`src/rtl/uart_pkg.sv`:
```
// Shared UART definitions: FSM state encoding and the parity helper,
// used by both the transmitter and the receiver.
package uart_pkg;

    typedef enum logic [2:0] {
        IDLE       = 3'd0,
        START_BIT  = 3'd1,
        DATA_BIT   = 3'd2,
        PARITY_BIT = 3'd3,
        STOP_BIT   = 3'd4
    } uart_state_t;

    // Widest payload the parity helper handles; narrower data is zero-extended.
    localparam int PARITY_MAX_WIDTH = 32;

    // Even parity is the XOR of all data bits; odd parity is its inverse.
    function automatic logic calc_parity(input logic [PARITY_MAX_WIDTH-1:0] data,
                                         input logic                        odd);
        return (^data) ^ odd;
    endfunction

endpackage

```
`src/rtl/uart_baud_gen.sv`:
```
// Bit-cycle timer: counts 0..CLKS_PER_BIT-1 and strobes bit_done_o on the
// last count of every serial bit. clear_i holds the count at zero.
module uart_baud_gen #(
    parameter int CLKS_PER_BIT = 16
) (
    input  logic clk_i,
    input  logic rst_n_i,
    input  logic clear_i,
    output logic bit_done_o
);

    localparam int              CNT_W   = (CLKS_PER_BIT > 1) ? $clog2(CLKS_PER_BIT) : 1;
    localparam logic [CNT_W-1:0] CNT_MAX = CNT_W'(CLKS_PER_BIT - 1);

    logic [CNT_W-1:0] cnt_q;

    assign bit_done_o = !clear_i && (cnt_q == CNT_MAX);

    // Free-running bit counter that wraps on bit_done and parks at zero when cleared.
    always_ff @(posedge clk_i or negedge rst_n_i) begin
        if (!rst_n_i) begin
            cnt_q <= '0;
        end else if (clear_i || bit_done_o) begin
            cnt_q <= '0;
        end else begin
            cnt_q <= cnt_q + 1'b1;
        end
    end

endmodule

```
`src/rtl/uart_tx.sv`:
```
// UART transmitter with an AXI-Stream style input: start bit, DATA_WIDTH data
// bits LSB first, optional parity bit, one stop bit. tx_o is registered, so
// the line lags the FSM state by one clock.
module uart_tx
    import uart_pkg::*;
#(
    parameter int DATA_WIDTH   = 8,
    parameter int CLKS_PER_BIT = 16,
    parameter int PARITY_EN    = 1,
    parameter int PARITY_ODD   = 0
) (
    input  logic                  clk_i,
    input  logic                  rst_n_i,
    input  logic [DATA_WIDTH-1:0] slv_axis_tdata_i,
    input  logic                  slv_axis_tvalid_i,
    output logic                  slv_axis_tready_o,
    output logic                  tx_o,
    output logic                  busy_o
);

    localparam int              IDX_W    = (DATA_WIDTH > 1) ? $clog2(DATA_WIDTH) : 1;
    localparam logic [IDX_W-1:0] IDX_LAST = IDX_W'(DATA_WIDTH - 1);

    uart_state_t           state_q;
    uart_state_t           state_d;
    logic [DATA_WIDTH-1:0] shift_q;
    logic [IDX_W-1:0]      idx_q;
    logic                  parity_q;
    logic                  bit_done;
    logic                  accept;

    assign accept = slv_axis_tready_o && slv_axis_tvalid_i;

    uart_baud_gen #(
        .CLKS_PER_BIT(CLKS_PER_BIT)
    ) u_baud_gen (
        .clk_i      (clk_i),
        .rst_n_i    (rst_n_i),
        .clear_i    (state_q == IDLE),
        .bit_done_o (bit_done)
    );

    // State register; reset aborts any frame in flight.
    always_ff @(posedge clk_i or negedge rst_n_i) begin
        if (!rst_n_i) begin
            state_q <= IDLE;
        end else begin
            state_q <= state_d;
        end
    end

    // Next-state logic plus handshake/busy flags; unknown encodings fall back to IDLE.
    always_comb begin
        state_d           = IDLE;
        slv_axis_tready_o = 1'b0;
        busy_o            = 1'b1;
        case (state_q)
            IDLE: begin
                slv_axis_tready_o = 1'b1;
                busy_o            = 1'b0;
                state_d           = slv_axis_tvalid_i ? START_BIT : IDLE;
            end
            START_BIT: begin
                state_d = bit_done ? DATA_BIT : START_BIT;
            end
            DATA_BIT: begin
                state_d = DATA_BIT;
                if (bit_done && (idx_q == IDX_LAST)) begin
                    state_d = (PARITY_EN != 0) ? PARITY_BIT : STOP_BIT;
                end
            end
            PARITY_BIT: begin
                state_d = bit_done ? STOP_BIT : PARITY_BIT;
            end
            STOP_BIT: begin
                state_d = bit_done ? IDLE : STOP_BIT;
            end
            default: begin
                state_d = IDLE;
            end
        endcase
    end

    // Payload capture, shifting, bit index and the registered serial line.
    always_ff @(posedge clk_i or negedge rst_n_i) begin
        if (!rst_n_i) begin
            shift_q  <= '0;
            idx_q    <= '0;
            parity_q <= 1'b0;
            tx_o     <= 1'b1;
        end else begin
            if (accept) begin
                shift_q  <= slv_axis_tdata_i;
                parity_q <= calc_parity(PARITY_MAX_WIDTH'(slv_axis_tdata_i), 1'(PARITY_ODD));
                idx_q    <= '0;
            end else if ((state_q == DATA_BIT) && bit_done) begin
                shift_q <= shift_q >> 1;
                idx_q   <= (idx_q == IDX_LAST) ? '0 : idx_q + 1'b1;
            end

            case (state_q)
                START_BIT:  tx_o <= 1'b0;
                DATA_BIT:   tx_o <= shift_q[0];
                PARITY_BIT: tx_o <= parity_q;
                default:    tx_o <= 1'b1;
            endcase
        end
    end

endmodule

```
`config.mk`:
```
export PLATFORM = sky130hd
export DESIGN_NAME = uart_tx
export DESIGN_NICKNAME = d
export VERILOG_FILES = /design/src/rtl/uart_pkg.sv /design/src/rtl/uart_baud_gen.sv /design/src/rtl/uart_tx.sv
export SDC_FILE = /design/constraint.sdc
export NUM_CORES = 1
export LEC_CHECK = 0
export CAP_MARGIN = 20
export CORE_ASPECT_RATIO = 0.75
export CORE_UTILIZATION = 50
export DETAILED_ROUTE_END_ITERATION = 7
export PLACE_DENSITY = 0.72
export SLEW_MARGIN = 5
export SYNTH_ARGS = -nofsm -noshare
export SYNTH_HDL_FRONTEND = slang
export SYNTH_SLANG_ARGS = --single-unit
export TNS_END_PERCENT = 1
```
`constraint.sdc`:
```
create_clock -name clk_i -period 2.6 [get_ports clk_i]
set_input_delay 0.78 -clock clk_i [delete_from_list [all_inputs] [get_ports clk_i]]
set_output_delay 0.78 -clock clk_i [all_outputs]
set_load 0.05 [all_outputs]
```
==> impl_metrics.py <==
metrics = {
    "synth": {
        "synth.net_count": 120,
        "synth-seq-area-share_pct": 51.1,
        "synth_area_um2": 982,
        "synth_area_per_cell_um2": 9.27,
        "yosysWarnings": 0,
        "ys_ff_latch": 20,
        "syn_inst": 106,
        "ys_types": 25,
    },
    "sta": {
        "fin_tns_setup_ns": 0,
        "max_freq_mhz": 417,
        "setup_viol": 0,
        "hold_viol": 0,
        "rsz0062_at_grt": "no",
        "worst_slack_ns": 0.201,
        "worstMarginPinSlew_ns": 0.583,
        "slew_headroom_pct": 61.0,
        "period_minus_slack_ns": 2.40,
        "fin_skew_ns": 0.00643,
        "timing.hold.ws_ns": 0.501,
        "drv_slew": 0,
        "finalCritPeriodShare_pct": 92.3,
    },
    "cells_and_area": {
        "postLayoutCoreUtil_pct": 65.7,
        "antenna_cells": 0,
        "final_common_cell": "dfrtp_1",
        "drive_gt1_share_pct": 9.09,
        "final_cell_mix": "dfrtp_1 (19), nand2_1 (18), a21oi_1 (16)",
        "layout.nets": 136,
        "syn2layout_area_growth_pct": 19.6,
        "fin_cells": 143,
    },
    "die": {
        "core_area_mm2": 0.00179,
        "fp.dieW_um": 53.2,
        "row_count": 13,
        "die_area_mm2": 0.00215,
        "io_pins": 14,
        "start_util_pct": 54.9,
        "die_h_um": 40.4,
    },
    "detailed_routing": {
        "first_iter_violations": 15,
        "wl_per_cell_um": 13.3,
        "routed-via-count": 769,
        "post_drt_via_cell_ratio": 5.38,
        "routed_wl_um": 1900,
        "drc": 0,
        "drtAntennaViolNets": 0,
        "dr.pass1.iters": 4,
    },
    "global_route": {
        "overflow": 0,
        "grt_max_degree": 14,
        "antenna_found_initial": 0,
        "grt_pass1_wl_um": 3170,
        "track_usage_pct": 22.4,
        "grt_pass1_vias": 697,
    },
    "clocking": {
        "cts_buffers": 3,
        "cts.clk_slew.worst_paths_ns": 0.11,
        "postCtsSetupBuffers": 0,
        "cts.path.max_buffers": 2,
        "clk_latency_ns": 0.30,
        "cts_tree": "done",
        "htree_levels": 1,
        "cts_root_buffer": "clkbuf_4",
        "cts.sinks": 20,
    },
    "place": {
        "place_congestion": 0.819,
        "port_buffers": 13,
        "pre_cts_slack_ns": 0.412,
        "dp_hpwl_um": 1420,
        "dp_cells": 139,
    },
    "power": {
        "switching_share_pct": 20.6,
        "p_per_area_mw_per_mm2": 453,
        "combPwrFrac_pct": 8.4,
        "p_leak_uw": 0.000513,
        "power.switching_uw": 110,
        "p_int_uw": 423,
        "seqPwrFrac_pct": 58.4,
        "max-vdd-ir-drop_uv": 406,
        "clkPwrFrac_pct": 33.2,
    },
    "critical_path": {
        "cp_top_family": "buffers and inverters",
        "cp_slowest_stage_delay_ns": 0.79,
        "crit_arrival_ns": 1.62,
        "critPathRequiredTime_ns": 1.82,
        "cpMaxStageDelayCell": "clkdlybuf4s50_1",
        "critPathBufInv": 1,
        "crit_chain": "clkdlybuf4s50_1",
        "start_kind": "flip-flop",
        "crit_type": "flip-flop to output pin",
        "cp-end-kind": "output pin",
        "rrSetupSlack_ns": 0.68,
        "critPathMaxFanout": 1,
    },
    "worst_hold_path": {
        "worst_hold_path_type": "flip-flop to flip-flop",
    },
    "flow_run": {
        "drv_cap": 0,
    },
    "run_status": {
        "status": "complete, no violations",
    },
}
==> layout make-up <==
class | instances | area [um2]
inverters | 2 | 7.51
repair buffers | 15 | 145
flip-flops and latches | 20 | 502
fillers | 147 | 614
multi-input cells | 80 | 457
well taps | 22 | 27.5
clock buffers | 4 | 36.3
==> cells in the mapped netlist, drive strengths merged <==
| master | instances | area (um2) |
|---|---|---|
| a22oi | 1 | 7.51 |
| xnor2 | 9 | 78.8 |
| or2 | 1 | 6.26 |
| dfrtp | 19 | 475 |
| a221oi | 1 | 8.76 |
| nand2 | 18 | 67.6 |
| a21oi | 16 | 80.1 |
| nand2b | 1 | 6.26 |
| and3 | 2 | 12.5 |
| a21o | 1 | 7.51 |
| dfstp | 1 | 26.3 |
| nand3 | 4 | 20.0 |
| clkbuf | 3 | 11.3 |
| o21ai | 2 | 10.0 |
| and2 | 1 | 6.26 |
| or3 | 2 | 12.5 |
| ha | 3 | 37.5 |
| nor3 | 3 | 25.0 |
| nor2 | 11 | 41.3 |
| nand3b | 1 | 7.51 |
| a31oi | 2 | 12.5 |
| buf | 1 | 5.00 |
| inv | 2 | 7.51 |
| a311oi | 1 | 8.76 |
==> stage by stage <==
stage / total power (uW) / cell area, um2
floorplan: 335 / 982
CTS: 542 / 1170
detailed placement: 362 / 1140
global route: 562 / 1170
finish: 532 / 1170
global placement: 362 / 1140
==> cells by family after synthesis <==
kind of cell | count (synthesis) | synth area share [%]
xor gates and xnor gates | 9 | 8.03
adders and majority gates | 3 | 3.82
and+or+nand+nor | 44 | 20.9
buffers and inverters | 6 | 2.42
DFF | 20 | 51.1
AOI/OAI and AO/OA | 24 | 13.8
==> registers in the layout, summed over array words and instances (netlist names) <==
name,flops
idx_q,3
parity_q,1
shift_q,8
state_q,3
tx_o,1
u_baud_gen.cnt_q,4
==> power groups by stage <==
stage	registers [uW]	logic [uW]	clock network, uW
floorplan	317	18.1	0
global placement	317	45.4	0
detailed placement	317	45.4	0
CTS	311	45.8	186
global route	311	49.7	201
finish	311	44.8	177
==> timing repair <==
action                                  in CTS  in global routing
endpoints found under the setup margin       0                  1
resized for setup                            0                  1
hold buffers                                 0                  0
==> final timing paths <==
check                                           endpoint                           from  cells after the start
max in group asynchronous           parity_q$_DFFE_PN0N_                        rst_n_i                      2
hold reg to reg            u_baud_gen.cnt_q[0]$_DFF_PN0_  u_baud_gen.cnt_q[0]$_DFF_PN0_                      1
min in group asynchronous           idx_q[2]$_DFFE_PN0P_                        rst_n_i                      1
setup / recovery                                    tx_o                 tx_o$_DFF_PN1_                      1
setup reg to reg                    idx_q[0]$_DFFE_PN0P_  u_baud_gen.cnt_q[0]$_DFF_PN0_                      5
hold / removal             u_baud_gen.cnt_q[0]$_DFF_PN0_  u_baud_gen.cnt_q[0]$_DFF_PN0_                      1
==> metal layers <==
layer,vias to the layer above,global-route usage [%],wire length (um)
met3,5,8.71,85
met2,15,30.7,781
met5,-,0,0
met4,0,7.89,21
li1,392,-,-
met1,357,31.8,1010
Note: power is estimated with default switching activity, not from simulation.
